**config.mk**
```make
export PLATFORM = sky130hd
export DESIGN_NAME = cp0_timer_unit
export DESIGN_NICKNAME = d
export VERILOG_FILES = /design/src/rtl/cp0_timer_unit.sv
export SDC_FILE = /design/constraint.sdc
export NUM_CORES = 1
export LEC_CHECK = 0
export BUFFER_PORTS_ARGS = -buffer_cell sky130_fd_sc_hd__buf_4
export CAP_MARGIN = 25
export CORE_MARGIN = 2
export CORE_UTILIZATION = 30
export CTS_BUF_LIST = sky130_fd_sc_hd__clkbuf_4 sky130_fd_sc_hd__clkbuf_8 sky130_fd_sc_hd__clkbuf_16
export DETAILED_ROUTE_END_ITERATION = 6
export GPL_TIMING_DRIVEN = 1
export PLACE_DENSITY = 0.59
export SLEW_MARGIN = 30
export SYNTH_ARGS = -nofsm -noshare
export SYNTH_HDL_FRONTEND = slang
export SYNTH_SLANG_ARGS = --single-unit
```
**constraint.sdc**
```tcl
create_clock -name clk -period 3.5 [get_ports clk]
set_clock_uncertainty 0.15 [all_clocks]
set_input_delay 0.175 -clock clk [delete_from_list [all_inputs] [get_ports clk]]
set_output_delay 0.175 -clock clk [all_outputs]
set_load 0.02 [all_outputs]
```
**src/rtl/cp0_timer_unit.sv**
```systemverilog
// cp0_timer_unit: coprocessor-0 exception control (SR/Cause/EPC/BadVAddr)
// with a prescaled Count/Compare timer that drives the top interrupt-pending bit.
module cp0_timer_unit #(
  parameter int          NUM_HWINT = 5,
  parameter int          COUNT_DIV = 2,
  parameter logic [31:0] PRID      = 32'h0000_7C07
) (
  input  logic                 clk,
  input  logic                 reset,
  input  logic                 en,
  input  logic [4:0]           CP0_Addr,
  input  logic [31:0]          CP0_in,
  input  logic [31:0]          VPC,
  input  logic                 BD_in,
  input  logic [4:0]           ExcCode_in,
  input  logic [31:0]          BadVAddr_in,
  input  logic [NUM_HWINT-1:0] HWInt,
  input  logic                 EXL_clr,
  output logic [31:0]          CP0_out,
  output logic [31:0]          EPC_out,
  output logic                 Req,
  output logic                 Timer_irq
);

  // Timer interrupt sits directly above the external lines in IP/IM.
  localparam int TB = 10 + NUM_HWINT;
  localparam int PW = (COUNT_DIV > 1) ? $clog2(COUNT_DIV) : 1;
  localparam logic [PW-1:0] PRESC_MAX = PW'(COUNT_DIV - 1);

  // Architectural state
  logic [31:0]          r_badvaddr;
  logic [31:0]          r_count;
  logic [31:0]          r_compare;
  logic [PW-1:0]        r_presc;
  logic                 r_ti;
  logic [NUM_HWINT:0]   r_im;
  logic                 r_exl;
  logic                 r_ie;
  logic [31:0]          r_epc;
  logic                 r_bd;
  logic [4:0]           r_exccode;
  logic [NUM_HWINT-1:0] r_ip_hw;

  // Request and write-qualification terms
  logic [NUM_HWINT:0] w_pend;
  logic               w_req_int;
  logic               w_req_exc;
  logic               w_req;
  logic               w_wr;
  logic               w_wr_count;
  logic               w_wr_compare;
  logic               w_wrap;
  logic [31:0]        w_count_inc;
  logic               w_match;
  logic               w_badv_load;
  logic [31:0]        w_sr;
  logic [31:0]        w_cause;

  assign w_pend       = {r_ti, HWInt};
  assign w_req_int    = (|(w_pend & r_im)) & r_ie & ~r_exl;
  assign w_req_exc    = (ExcCode_in != 5'd0) & ~r_exl;
  assign w_req        = w_req_int | w_req_exc;

  // An mtc0 that lands on the same edge as a taken request is discarded.
  assign w_wr         = en & ~w_req;
  assign w_wr_count   = w_wr & (CP0_Addr == 5'd9);
  assign w_wr_compare = w_wr & (CP0_Addr == 5'd11);

  assign w_wrap       = (r_presc == PRESC_MAX);
  assign w_count_inc  = r_count + 32'd1;
  assign w_match      = w_wrap & (w_count_inc == r_compare);

  // Address-error codes capture the faulting address, but only when no interrupt preempts.
  assign w_badv_load  = ~w_req_int & ((ExcCode_in == 5'd4) | (ExcCode_in == 5'd5));

  assign Req          = w_req;
  assign EPC_out      = r_epc;
  assign Timer_irq    = r_ti;

  // Prescaler, Count, Compare and sticky TI; runs regardless of EXL/Req.
  always_ff @(posedge clk) begin
    if (reset) begin
      r_presc   <= '0;
      r_count   <= 32'd0;
      r_compare <= 32'd0;
      r_ti      <= 1'b0;
    end else begin
      if (w_wr_count) begin
        r_count <= CP0_in;
        r_presc <= '0;
      end else if (w_wrap) begin
        r_count <= w_count_inc;
        r_presc <= '0;
      end else begin
        r_presc <= r_presc + PW'(1);
      end
      if (w_wr_compare) begin
        r_compare <= CP0_in;
      end else begin
        r_compare <= r_compare;
      end
      // A Compare write beats a coincident match.
      if (w_wr_compare) begin
        r_ti <= 1'b0;
      end else if (w_match && !w_wr_count) begin
        r_ti <= 1'b1;
      end else begin
        r_ti <= r_ti;
      end
    end
  end

  // Exception entry, mtc0 to SR/EPC and eret, in that priority order.
  always_ff @(posedge clk) begin
    if (reset) begin
      r_badvaddr <= 32'd0;
      r_im       <= '0;
      r_exl      <= 1'b0;
      r_ie       <= 1'b0;
      r_epc      <= 32'd0;
      r_bd       <= 1'b0;
      r_exccode  <= 5'd0;
      r_ip_hw    <= '0;
    end else begin
      r_ip_hw <= HWInt;
      if (w_req) begin
        r_exl     <= 1'b1;
        r_epc     <= BD_in ? (VPC - 32'd4) : VPC;
        r_bd      <= BD_in;
        r_exccode <= w_req_int ? 5'd0 : ExcCode_in;
        if (w_badv_load) begin
          r_badvaddr <= BadVAddr_in;
        end else begin
          r_badvaddr <= r_badvaddr;
        end
      end else if (en) begin
        case (CP0_Addr)
          5'd12: begin
            r_im  <= CP0_in[10 +: NUM_HWINT+1];
            r_exl <= CP0_in[1];
            r_ie  <= CP0_in[0];
          end
          5'd14:   r_epc <= CP0_in;
          default: r_epc <= r_epc;
        endcase
      end else if (EXL_clr) begin
        r_exl <= 1'b0;
      end else begin
        r_exl <= r_exl;
      end
    end
  end

  // Assemble SR and Cause read images from the stored fields.
  always_comb begin
    w_sr           = 32'd0;
    w_sr[10 +: NUM_HWINT+1] = r_im;
    w_sr[1]        = r_exl;
    w_sr[0]        = r_ie;
    w_cause        = 32'd0;
    w_cause[31]    = r_bd;
    w_cause[30]    = r_ti;
    w_cause[10 +: NUM_HWINT] = r_ip_hw;
    w_cause[TB]    = r_ti;
    w_cause[6:2]   = r_exccode;
  end

  // Combinational register readback selected by CP0_Addr.
  always_comb begin
    case (CP0_Addr)
      5'd8:    CP0_out = r_badvaddr;
      5'd9:    CP0_out = r_count;
      5'd11:   CP0_out = r_compare;
      5'd12:   CP0_out = w_sr;
      5'd13:   CP0_out = w_cause;
      5'd14:   CP0_out = r_epc;
      5'd15:   CP0_out = PRID;
      default: CP0_out = 32'd0;
    endcase
  end

endmodule

```
### Word level (Yosys, flattened, before mapping)

Cells that the tools add are included.

* register bits after elaboration: 149
* input port bits: 116
* word-level logic and storage cells: 66

* $add $sub $neg: 3
* equal/unequal tests: 11
* mux-type cells: 12
* bitwise operators: 14
* reduce and logical (&&, ||, !) cells: 14

Operators with widths (count)
* $pmux W32 S7: 1
* $mux W32: 6
* $eq A5 B4 Y1 const B: 7
* $add A32 B1 Y32 const B: 1
* $eq A32 B32 Y1: 1
* $sub A32 B3 Y32 const B: 1
* $eq A5 B3 Y1 const B: 2
* $and A1 B1 Y1: 8
* $and A6 B6 Y6: 1
* $reduce_and A2 Y1: 3
* $reduce_bool A2 Y1: 3
* $reduce_or A6 Y1: 1
* $mux W5: 1
* $reduce_bool A5 Y1: 1
* $mux W1: 4
* $ne A3 B1 Y1 const B: 1
* $not A1 Y1: 3
* $reduce_and A3 Y1: 1
* $reduce_bool A3 Y1: 1
* $reduce_or A3 Y1: 1
* $or A1 B1 Y1: 2
* $reduce_or A2 Y1: 1
* $add A1 B1 Y1 const B: 1
* $logic_and A1 B1 Y1: 1
* $logic_not A1 Y1: 1

### Depth between registers and ports, before layout

Gate-level depths: netlist (run 1).

* depth after elaboration: 10
* gate-level depth with buffers: 11

### Worst setup path before layout (run 1)

No wires, ideal clock.

* path type: register -> register
* start: register r_count[1]
* end: register r_ti (netlist: Timer_irq)
* data arrival time: 2343 ps
* data required time: 3293 ps
* setup slack: 949 ps
* cell stages (with the launch flop): 11
* path buffers: 1
* cells stage by stage: dfxtp_1 ha_1 buf_4 nand4_4 nor3_4 xnor2_1 a2111o_1 a2111oi_2 nand4_1 a2111oi_2 a21o_1

* cells in the longest elaborated chain, start to end: 4

Ends and longest elaborated chain
* from (decl): RTL line 32 `logic [31:0] r_count;`
* from (signal assigned): RTL line 89 `r_count <= CP0_in;`
* from (signal assigned): RTL line 92 `r_count <= w_count_inc;`
* $add A32 B1 Y32: RTL line 70 `assign w_count_inc = r_count + 32'd1;`
* $eq A32 B32 Y1: RTL line 71 `assign w_match = w_wrap & (w_count_inc == r_compare);`
* $and A1 B1 Y1: RTL line 71
* $logic_and A1 B1 Y1: RTL line 105 `end else if (w_match && !w_wr_count) begin`
* to (signal assigned): RTL line 108 `r_ti <= r_ti;`
* to (decl): RTL line 35 `logic r_ti;`

No other way between the ends.
A chain may end at the register's enable or synchronous reset.

### Worst setup path after layout (run 1)

* start: register r_count[0]
* end: register r_ti (netlist: Timer_irq)

The elaborated chain is that of the path after synthesis.

==> key figures, run 1 <==
Routing
  • Uppermost metal layer occupied by signal nets: met4
  • Residual DRC count: 0
  • Wire length on met1: about 14000 um
  • Met3 WL post-DR: ~1600 um
  • Total length of routed met2 wires: about 15000 um
  • Drt initial violations: between 600 and 700
  • Number of iterations in the first detailed-routing pass: 6
  • Number of antenna-violating nets in the routed design: 0
  • Drt wl/cell: 18.4 um
  • Via density per instance: roughly 5
  • Via count: between 8k and 9k
  • Total wire length after detailed routing: between 30000 and 40000 um

Worst setup path
  • Endpoint type of the worst setup path: register
  • Reg2reg end: Timer_irq
  • Register-to-register path setup slack: between 0.5 and 0.6 ns
  • Worst EP required: 3.73 ns
  • Type of origin of the critical path: register
  • R2R depth: 9
  • Critical path type: reg -> reg
  • Startpoint of the most critical register-to-register path: r_count[0]
  • Maximum fanout count along the critical path: 8
  • Arrival time of data at the critical path endpoint: around 3.2 ns

CTS
  • Number of buffers inserted during clock tree synthesis: 17
  • Post-CTS setup buffers: 0
  • Buffers from clock root to sink, at most: 2
  • Post-cts gate resize count: 0
  • Worst-skew pair later-pin latency: 0.43 ns
  • CTS root buf: sky130_fd_sc_hd__clkbuf_16
  • Post-CTS clock slew at the launch and capture registers of the worst setup and hold paths: approximately 0.060 ns
  • Post-cts hold buffer count: between 90 and 100
  • TritonCTS clock tree: done
  • TritonCTS sink count: approximately 150
  • Maximum level of the CTS H-tree: 4

Power
  • Leak pwr: 4.47 nW
  • Switching power: 1.12 mW
  • Comb power frac: around 15%
  • Worst supply voltage drop on vdd: ~0.24 mV
  • Share of power burned in the clock network: 43.0%
  • Net Sw Frac: about a quarter
  • Int Power: ~3.2 mW
  • Overall power after layout: approximately 4.3 mW
  • Pwr dens: ~370 nW/um2
  • Seq pwr share: 42.1%

Timing
  • Achievable frequency: about 330 MHz
  • Final hold violation count: 0
  • Period utilization: a little under nine tenths
  • Crit path time final: 2.99 ns
  • Unrepaired setup endpoints after global routing: no
  • Worst slew pin tran: about 0.84 ns
  • Max-slew violation total from the final report: 0
  • Final-report setup violation count: 0
  • Setup TNS: 0 ns
  • Max-Slew Margin vs Limit: a little over two fifths

Worst hold path
  • Path category of the worst min-delay check: in -> reg
  • Startpoint of the tightest hold check path: VPC[28]
  • Min-Delay Endpoint: EPC_out[28]
  • WHS Path Cells: 4

Floorplan
  • Row count: 61
  • Overall die area: just under 30000 um2
  • X dimension of the die: 173 um
  • I/O pin cnt: approximately 180
  • Starting utilization of the core area: between 30 and 40%
  • Core Region: 27900 um2
  • Vertical die dimension: between 150 and 200 um

Logic synthesis
  • Synth warnings: 0
  • FFs w/ async S/R, synth: 0%
  • Count of flip-flops with a built-in enable after synthesis: 0
  • Sequential-to-total area share from yosys stat: between 30% and 40%
  • Distinct cells, synth: 65
  • Flip-flop and latch count after synthesis: 149
  • Ranking of synthesized cells by instance count: sky130_fd_sc_hd__nand2_1 (198), sky130_fd_sc_hd__dfxtp_1 (149), sky130_fd_sc_hd__nor2_1 (116), sky130_fd_sc_hd__a21oi_1 (79), sky130_fd_sc_hd__a211oi_1 (64)
  • Most frequent cell after synthesis: sky130_fd_sc_hd__nand2_1
  • Post-Syn Instances: 1075
  • Syn Nets: ~1.2k
  • Area of the mapped netlist: between 8000 and 9000 um2
  • Cell type with the highest aggregate area in the netlist: sky130_fd_sc_hd__dfxtp_1
  • Dominant synthesized flop cell: sky130_fd_sc_hd__dfxtp_1
  • Main area contributors after synthesis: sky130_fd_sc_hd__dfxtp_1 (35%), sky130_fd_sc_hd__nand2_1 (8.7%), sky130_fd_sc_hd__mux2i_1 (5.6%)
  • Synthesized area divided by synthesized cell count: a little under 8 um2
  • Area fraction of the dominant cell type after synthesis: 35.0%

Placed design
  • Port buffer count: 181
  • HPWL after detailed placement: between 20000 and 25000 um
  • RD Place Congestion: between 0.9 and 1
  • Cell area after placement: 10200 um2

Finish
  • Sequential cell area: between 2000 and 3000 um2
  • Relative area change from synthesis to final layout: 38.5%
  • Count of fill cells added during filler insertion: around 2.8k
  • Multi-input gate area in the final layout: ~5200 um2
  • Final design area excluding fillers: around 12000 um2
  • Antenna fix cells: 0
  • Layout cell share with drive strength beyond 1: 20.1%
  • Net count reported at finish: between 1k and 1.5k

Global routing
  • First-pass GRT wire length: ~50000 um
  • Aggregate global-route resource usage: roughly a fifth
  • Overflow after GRT: 0
  • Number of antenna violations at the first check in global routing: 0
  • Maximum number of pins on one net before global-route repair: between 60 and 70
  • Vias in the first global route: between 8k and 9k

Status
  • Status: complete, no violations

Run
  • # Max-Cap Violations: 0
[flip-flops by register name (all words and copies together) (netlist names)]
register,cells
r_count,32
r_presc,1
r_exccode,5
r_bd,1
r_ip_hw,5
r_exl,1
Timer_irq,1
r_im,6
r_badvaddr,32
r_ie,1
r_compare,32
EPC_out,32
[placed cells by master (no fill, tap or decap), drive strengths merged, types with 8 or more instances in the layout]
cell type | synthesis | routed
xor2 | 49 | 49
nor4 | 8 | 8
a21oi | 79 | 79
dlygate4sd3 | 0 | 99
clkbuf | 62 | 24
xnor2 | 53 | 53
a22oi | 47 | 47
nor3 | 14 | 14
o21ai | 15 | 15
nand3 | 21 | 21
a222oi | 9 | 9
a211oi | 65 | 65
and3 | 11 | 11
buf | 22 | 208
nand2 | 198 | 198
mux2i | 48 | 48
nor2b | 11 | 11
nor2 | 117 | 117
dfxtp | 149 | 149
nand4 | 22 | 22
[through the flow]
stage | std cells | setup slack (ns) | util (%) | hold slack, ns
floorplan | 1075 | 0.949 | - | 0.153
global placement | 1577 | 0.588 | 36.7 | 0.265
detailed placement | 1577 | 0.519 | 36.7 | 0.266
CTS | 1707 | 0.502 | 42.4 | 0.00648
global route | 1707 | 0.316 | 42.4 | 0.0516
finish | 1707 | 0.506 | 42.4 | 0.0230
[worst max-delay path by stage]
stage                     cells past startpoint        from  slack [ns]   endpoint
after global placement                        9  r_count[0]        0.59  Timer_irq
after floorplan                              10  r_count[1]        0.95  Timer_irq
after CTS                                     9  r_count[0]        0.50  Timer_irq
after global routing                          9  r_count[0]        0.32  Timer_irq
final                                         9  r_count[0]        0.51  Timer_irq
after detailed placement                      9  r_count[0]        0.52  Timer_irq
[routing by layer]
metal / vias up / track usage (%)
met4: 0 / 6.55
met3: 33 / 3.54
met1: 4171 / 27.7
li1: 4287 / -
met5: - / 0
met2: 265 / 34.7
[cells by family (layout without fill, tap and decap cells)]
group | count (synthesis) | count (layout) | synth area share [%]
AND/OR/NAND/NOR | 443 | 443 | 24.5
AO/OA/AOI/OAI | 238 | 238 | 19.0
flip-flops | 149 | 149 | 35.0
XOR/XNOR | 102 | 102 | 10.5
buffers and inverters | 91 | 345 | 4.83
multiplexers | 50 | 50 | 5.90
adder cells (fa/ha/maj) | 2 | 2 | 0.294
[final cells by class]
class	instances	area share [%]
flip-flops and latches	149	25.3
clock buffers	24	4.21
clock inverters	7	0.827
repair buffers	307	21.7
inverters	7	0.223
multi-input cells	835	43.8
well taps	378	4.01
[worst max-delay path, stage by stage, from the launching register on]
cell                        delay, ns
sky130_fd_sc_hd__dfxtp_1         0.47
sky130_fd_sc_hd__ha_1            0.44
sky130_fd_sc_hd__nand4_4         0.19
sky130_fd_sc_hd__nor3_4          0.27
sky130_fd_sc_hd__xnor2_1         0.11
sky130_fd_sc_hd__a2111o_1        0.33
sky130_fd_sc_hd__a2111oi_2       0.33
sky130_fd_sc_hd__nand4_1         0.15
sky130_fd_sc_hd__a2111oi_2       0.36
sky130_fd_sc_hd__a21o_1          0.15
[power groups by stage]
| stage | clock (mW) | sequential, mW | combinational (mW) |
|---|---|---|---|
| finish | 1.86 | 1.82 | 0.649 |
| global route | 1.93 | 1.83 | 0.697 |
| CTS | 1.87 | 1.82 | 0.647 |
| detailed placement | 0 | 1.86 | 0.557 |
| global placement | 0 | 1.86 | 0.554 |
| floorplan | 0 | 1.87 | 0.225 |
(Power assumes the default switching activity.)
==> run 2, diff against run 1 <==
--- a/config.mk
+++ b/config.mk
@@ -8,11 +8,11 @@
 export BUFFER_PORTS_ARGS = -buffer_cell sky130_fd_sc_hd__buf_4
 export CAP_MARGIN = 25
 export CORE_MARGIN = 2
-export CORE_UTILIZATION = 30
+export CORE_UTILIZATION = 50
 export CTS_BUF_LIST = sky130_fd_sc_hd__clkbuf_4 sky130_fd_sc_hd__clkbuf_8 sky130_fd_sc_hd__clkbuf_16
 export DETAILED_ROUTE_END_ITERATION = 6
 export GPL_TIMING_DRIVEN = 1
-export PLACE_DENSITY = 0.59
+export PLACE_DENSITY = 0.84
 export SLEW_MARGIN = 30
 export SYNTH_ARGS = -nofsm -noshare
 export SYNTH_HDL_FRONTEND = slang
==> run 2 against run 1 <==
The flow now finishes with violations (DRC). Count of clock-buffer cells in the layout is 3 lower. Global-route usage is 13 points higher. Setup slack worse by 0.13 ns. Highest routed layer unchanged. Non-clock buffer count is 8 lower. Via count is 8.7% higher.
==> key figures, run 2 (same netlist as run 1, synthesis figures left out) <==
Floorplan
  • Overall die area: 18100 um2 (-39%)
  • Vertical die dimension: 135 um (-22%)
  • Core Region: 16600 um2 (-40%)
  • I/O pin cnt: 182 (unchanged)
  • Row count: 47 (-23%)
  • Starting utilization of the core area: 51.2% (+21 points)
  • X dimension of the die: 135 um (-22%)

Timing
  • Unrepaired setup endpoints after global routing: no
  • Smallest setup slack after layout: 0.375 ns (-0.131 ns)
  • Final-report setup violation count: 0 (unchanged)
  • Crit path time final: 3.12 ns (+0.131 ns)
  • Worst slew pin tran: 0.885 ns (+0.0398 ns)
  • Max-Slew Margin vs Limit: 41.0% (-2.7 points)
  • Max-slew violation total from the final report: 0 (unchanged)
  • Final hold violation count: 0 (unchanged)
  • Worst slack on hold paths: 0.0174 ns (-0.00560 ns)
  • Period utilization: 89.3% (+3.7 points)
  • Setup TNS: 0 ns (unchanged)
  • Achievable frequency: 320 MHz (-4.2%)

Finish
  • Net count reported at finish: 1427 (-0.56%)
  • Layout cell share with drive strength beyond 1: 19.8% (-0.32 points)
  • Relative area change from synthesis to final layout: 35.5%
  • Most frequent standard cell in the layout excluding fill and tap cells: sky130_fd_sc_hd__buf_4
  • Top library cells by usage in the layout, fill and taps aside: sky130_fd_sc_hd__buf_4 (203), sky130_fd_sc_hd__nand2_1 (198), sky130_fd_sc_hd__dfxtp_1 (149)
  • Antenna fix cells: 0 (unchanged)

Routing
  • Residual DRC count: 1 (+1)
  • Drt initial violations: 1277 (+98%)
  • Via count: 9519 (+8.7%)
  • Number of antenna-violating nets in the routed design: 0 (unchanged)
  • Total wire length after detailed routing: 30900 um (-2.0%)
  • Number of iterations in the first detailed-routing pass: 7 (+1)
  • Via density per instance: 6.18 (+21%)
  • Drt wl/cell: 20.0 um (+8.7%)

Placed design
  • Pre-CTS WS: 0.518 ns (-0.00161 ns)
  • HPWL after detailed placement: 20400 um (-11%)
  • Port buffer count: 181 (unchanged)
  • RD Place Congestion: 0.938 (+4.1%)

Worst setup path
  • Worst EP required: 3.69 ns (-0.04 ns)
  • Arrival time of data at the critical path endpoint: 3.32 ns (+0.10 ns)
  • Critical path type: reg -> reg
  • Endpoint type of the worst setup path: register
  • Type of origin of the critical path: register
  • Maximum fanout count along the critical path: 8 (unchanged)

Global routing
  • First-pass GRT wire length: 47900 um (-2.8%)
  • Vias in the first global route: 9056 (+5.0%)
  • Number of antenna violations at the first check in global routing: 0 (unchanged)
  • Overflow after GRT: 0 (unchanged)
  • Maximum number of pins on one net before global-route repair: 64 (unchanged)
  • Aggregate global-route resource usage: 33.5% (+13 points)

Status
  • Violations in the final reports: DRC
  • Status: finished with violations

CTS
  • Post-CTS setup buffers: 0 (unchanged)
  • TritonCTS sink count: 149 (unchanged)
  • Buffers from clock root to sink, at most: 2 (unchanged)
  • CTS root buf: sky130_fd_sc_hd__clkbuf_16
  • Worst-skew pair later-pin latency: 0.44 ns (about the same)
  • Maximum level of the CTS H-tree: 4 (unchanged)
  • TritonCTS clock tree: done
  • Post-CTS clock slew at the launch and capture registers of the worst setup and hold paths: 0.06 ns (about the same)
  • Number of buffers inserted during clock tree synthesis: 17 (unchanged)

Power
  • Overall power after layout: 4.41 mW (+1.8%)
  • Worst supply voltage drop on vdd: 0.355 mV (+51%)
  • Pwr dens: 382 nW/um2 (+4.1%)
  • Leak pwr: 4.44 nW (-0.77%)

Run
  • # Max-Cap Violations: 0 (unchanged)

Worst hold path
  • Path category of the worst min-delay check: in -> reg
[run 2: cell types whose count changed in the layout (fill, tap and decap cells not counted), sizes merged]
cell,change
bufinv,+2
buf,-5
clkbuf,-3
dlygate4sd3,-3
[run 2: critical path, cell delays in order (launching register included)]
cell and delay, ns:
sky130_fd_sc_hd__dfxtp_1 0.48, sky130_fd_sc_hd__ha_1 0.45, sky130_fd_sc_hd__nand4_4 0.21, sky130_fd_sc_hd__or4_1 0.61
sky130_fd_sc_hd__nor2_1 0.48, sky130_fd_sc_hd__nand4_1 0.19, sky130_fd_sc_hd__xor2_1 0.19, sky130_fd_sc_hd__a211oi_1 0.27
[run 2: what timing repair did]
| item | 4_1_cts | 5_1_grt |
|---|---|---|
| hold endpoints to repair | 143 | 0 |
| hold buffers | 96 | 0 |
| gates resized for setup | 0 | 0 |
[run 2: final timing paths]
check | endpoint | depth (start not counted) | slack (ns) | start
setup / recovery | r_count[24] | 7 | 0.38 | r_count[0]
hold / removal | EPC_out[28] | 4 | 0.02 | VPC[28]
hold reg to reg | r_badvaddr[17] | 2 | 0.31 | r_badvaddr[17]
setup reg to reg | r_count[24] | 7 | 0.38 | r_count[0]
[run 2: cell type report]
type	instances	area, um2
clock buffers	21	462
clock inverters	9	154
fillers	1225	5100
inverters	7	26.3
multi-input cells	835	5160
flip-flops and latches	149	2980
well taps	220	275
repair buffers	299	2480
[run 2: metrics by stage]
step	utilization [%]	area, um2	instances
2_1_floorplan	-	8520	1075
3_3_place_gp	59.9	9960	1414
3_5_place_dp	59.9	9960	1414
4_1_cts	69.3	11500	1540
5_1_grt	69.4	11500	1540
6_report	69.4	11500	1540
[run 2: per-layer routing]
metal  vias to the layer above  track usage (%)  wire, um
met5                         -                0         0
met1                      4473             42.5     12100
met4                         0             14.5      1340
met3                       132             7.13      3060
met2                       650             55.0     14300
li1                       4264                -         -
[run 2: where the power goes]
group,total (mW),internal (mW),switching [mW]
Sequential,1.82,1.76,0.0657
Clock,1.94,1.22,0.713
Combinational,0.647,0.307,0.340
Total,4.41,3.29,1.12
==> run 3, diff against run 2 <==
--- a/config.mk
+++ b/config.mk
@@ -5,7 +5,7 @@
 export SDC_FILE = /design/constraint.sdc
 export NUM_CORES = 1
 export LEC_CHECK = 0
-export BUFFER_PORTS_ARGS = -buffer_cell sky130_fd_sc_hd__buf_4
+export BUFFER_PORTS_ARGS = -buffer_cell sky130_fd_sc_hd__buf_2
 export CAP_MARGIN = 25
 export CORE_MARGIN = 2
 export CORE_UTILIZATION = 50
@@ -13,6 +13,7 @@
 export DETAILED_ROUTE_END_ITERATION = 6
 export GPL_TIMING_DRIVEN = 1
 export PLACE_DENSITY = 0.84
+export REMOVE_ABC_BUFFERS = 1
 export SLEW_MARGIN = 30
 export SYNTH_ARGS = -nofsm -noshare
 export SYNTH_HDL_FRONTEND = slang
==> run 3 against run 2 <==
The run now ends clean. Combinational power fell by 9.4%. Power down 1.8%. First-iteration DRC count decreased by 7.5%. Count of clock-buffer cells in the layout did not move. Sequential cell count is the same. Non-clock buffer count grew 15. Critical path depth increased by 4. Final area fell by 2.5%. Wire length is 1.2% lower. Worst hold slack got worse by 0.013 ns.
==> key figures, run 3 (same netlist as run 1, synthesis figures left out) <==
Timing
  • Crit path time final: 3.19 ns (+0.0607 ns)
  • Final hold violation count: 0 (unchanged)
  • Final-report setup violation count: 0 (unchanged)
  • Max-Slew Margin vs Limit: 39.3% (-1.7 points)
  • Unrepaired setup endpoints after global routing: no
  • Period utilization: 91.0% (+1.7 points)
  • Max-slew violation total from the final report: 0 (unchanged)
  • Achievable frequency: 314 MHz (-1.9%)
  • Worst slew pin tran: 0.910 ns (+0.0253 ns)

CTS
  • Post-CTS clock slew at the launch and capture registers of the worst setup and hold paths: 0.06 ns (about the same)
  • Maximum level of the CTS H-tree: 4 (unchanged)
  • Number of buffers inserted during clock tree synthesis: 17 (unchanged)
  • CTS root buf: sky130_fd_sc_hd__clkbuf_16
  • Worst-skew pair later-pin latency: 0.44 ns (about the same)
  • TritonCTS sink count: 149 (unchanged)
  • Buffers from clock root to sink, at most: 2 (unchanged)
  • TritonCTS clock tree: done

Power
  • Net Sw Frac: 26.6% (+1.2 points)
  • Seq pwr share: 41.9% (+0.6 points)
  • Int Power: 3.17 mW (-3.4%)
  • Comb power frac: 13.5% (-1.2 points)
  • Pwr dens: 384 nW/um2 (+0.71%)
  • Switching power: 1.15 mW (+3.0%)
  • Share of power burned in the clock network: 44.6% (+0.6 points)
  • Worst supply voltage drop on vdd: 0.370 mV (+4.1%)
  • Leak pwr: 4.41 nW (-0.75%)

Routing
  • Total wire length after detailed routing: 30500 um (-1.2%)
  • Via density per instance: 6.10 (-1.3%)
  • Number of antenna-violating nets in the routed design: 0 (unchanged)
  • Drt wl/cell: 19.6 um (-2.3%)
  • Via count: 9504 (-0.16%)
  • Residual DRC count: 0 (-1)
  • Drt initial violations: 1181 (-7.5%)
  • Number of iterations in the first detailed-routing pass: 7 (unchanged)

Worst setup path
  • Register-to-register path setup slack: 0.36 ns (-0.02 ns)
  • Startpoint of the worst setup timing path: VPC[12]
  • Endpoint type of the worst setup path: register
  • Worst EP required: 3.73 ns (+0.04 ns)
  • Maximum fanout count along the critical path: 5 (-3)
  • Arrival time of data at the critical path endpoint: 3.41 ns (+0.09 ns)
  • Startpoint of the most critical register-to-register path: r_count[0]
  • Type of origin of the critical path: input port
  • Critical path type: in -> reg

Finish
  • Relative area change from synthesis to final layout: 32.1%
  • Post-Route Utilization: 67.7% (-1.7 points)
  • Top library cells by usage in the layout, fill and taps aside: sky130_fd_sc_hd__nand2_1 (198), sky130_fd_sc_hd__buf_2 (180), sky130_fd_sc_hd__dfxtp_1 (149)
  • Net count reported at finish: 1442 (+1.1%)
  • Most frequent standard cell in the layout excluding fill and tap cells: sky130_fd_sc_hd__nand2_1
  • Layout cell share with drive strength beyond 1: 20.0% (+0.27 points)
  • Post-Layout Cell Count: 1558 (+1.2%)

Global routing
  • Overflow after GRT: 0 (unchanged)
  • Number of antenna violations at the first check in global routing: 1 (+1)
  • Maximum number of pins on one net before global-route repair: 78 (+22%)
  • First-pass GRT wire length: 47700 um (-0.45%)
  • Vias in the first global route: 9289 (+2.6%)
  • Aggregate global-route resource usage: 33.3% (-0.21 points)

Floorplan
  • Core Region: 16600 um2 (unchanged)
  • I/O pin cnt: 182 (unchanged)
  • Starting utilization of the core area: 51.2% (unchanged)
  • Row count: 47 (unchanged)
  • Vertical die dimension: 135 um (unchanged)
  • Overall die area: 18100 um2 (unchanged)
  • X dimension of the die: 135 um (unchanged)

Placed design
  • Cell Count Post-Placement: 1417 (+0.21%)
  • Port buffer count: 181 (unchanged)
  • HPWL after detailed placement: 19500 um (-4.4%)
  • RD Place Congestion: 1.00 (+6.6%)

Status
  • Status: complete, no violations

Run
  • # Max-Cap Violations: 0 (unchanged)

Worst hold path
  • Startpoint of the tightest hold check path: VPC[14]
  • Path category of the worst min-delay check: in -> reg
run 3: cell count changes in the layout (fill, tap and decap cells not counted), sizes merged:
cell         before  now
bufinv            4    3
clkinvlp          2    6
clkinv            4    3
dlygate4sd3      96  106
buf             203  208
diode             0    1
run 3: final timing paths:
check,to,cells after the start
worst min-delay path,EPC_out[14],4
worst max register to register,Timer_irq,9
worst min register to register,r_badvaddr[30],2
worst max-delay path,EPC_out[25],11
run 3: final cells by class:
cell class / instances / area, um2
flip-flops and latches: 149 / 2980
clock inverters: 11 / 153
clock buffers: 21 / 462
repair buffers: 314 / 2180
diodes: 1 / 2.50
well taps: 220 / 275
multi-input cells: 835 / 5170
inverters: 7 / 26.3
fillers: 1243 / 5380
run 3: what timing repair did:
| item | in CTS | in global routing |
|---|---|---|
| resized for setup | 0 | 1 |
| endpoints found under the setup margin | 0 | 4 |
| buffers inserted | 0 | 2 |
| hold buffers | 106 | 0 |
| hold endpoints to repair | 145 | 0 |
run 3: worst max-delay path: stages:
cell and delay (ns):
sky130_fd_sc_hd__dlygate4sd3_1 0.53, sky130_fd_sc_hd__buf_2 0.14, sky130_fd_sc_hd__or3_1 0.36, sky130_fd_sc_hd__or3_1 0.48, sky130_fd_sc_hd__nor3_1 0.41, sky130_fd_sc_hd__nand2_1 0.10
sky130_fd_sc_hd__nor2_1 0.15, sky130_fd_sc_hd__xor2_1 0.20, sky130_fd_sc_hd__nor2_1 0.06, sky130_fd_sc_hd__a211oi_1 0.22, sky130_fd_sc_hd__dlygate4sd3_1 0.58
run 3: through the flow:
step / cell area, um2 / power [mW] / hold WS [ns] / setup slack (ns) / setup TNS, ns
final: 11300 / 4.33 / 0.00485 / 0.314 / 0
after global routing: 11300 / 4.44 / 0.0227 / 0.0995 / 0
after CTS: 11200 / 4.29 / 0.00195 / 0.283 / 0
after detailed placement: 9560 / 2.31 / 0.270 / 0.437 / 0
after global placement: 9560 / 2.30 / 0.263 / 0.562 / 0
after floorplan: 8140 / 2.06 / 0.0896 / -1.39 / -49.01
run 3: layer usage:
layer	routed length (um)	vias up	global-route usage, %
met5	0	-	0
met4	1820	0	22.0
met3	2950	172	7.70
met2	13800	674	53.0
met1	11900	4361	40.2
li1	-	4297	-
run 3: power groups by stage:
stage               combinational (mW)  sequential [mW]  clock (mW)
finish                           0.586             1.81        1.93
global route                     0.625             1.82        2.00
CTS                              0.565             1.81        1.92
detailed placement               0.471             1.84           0
global placement                 0.463             1.84           0
floorplan                        0.185             1.88           0
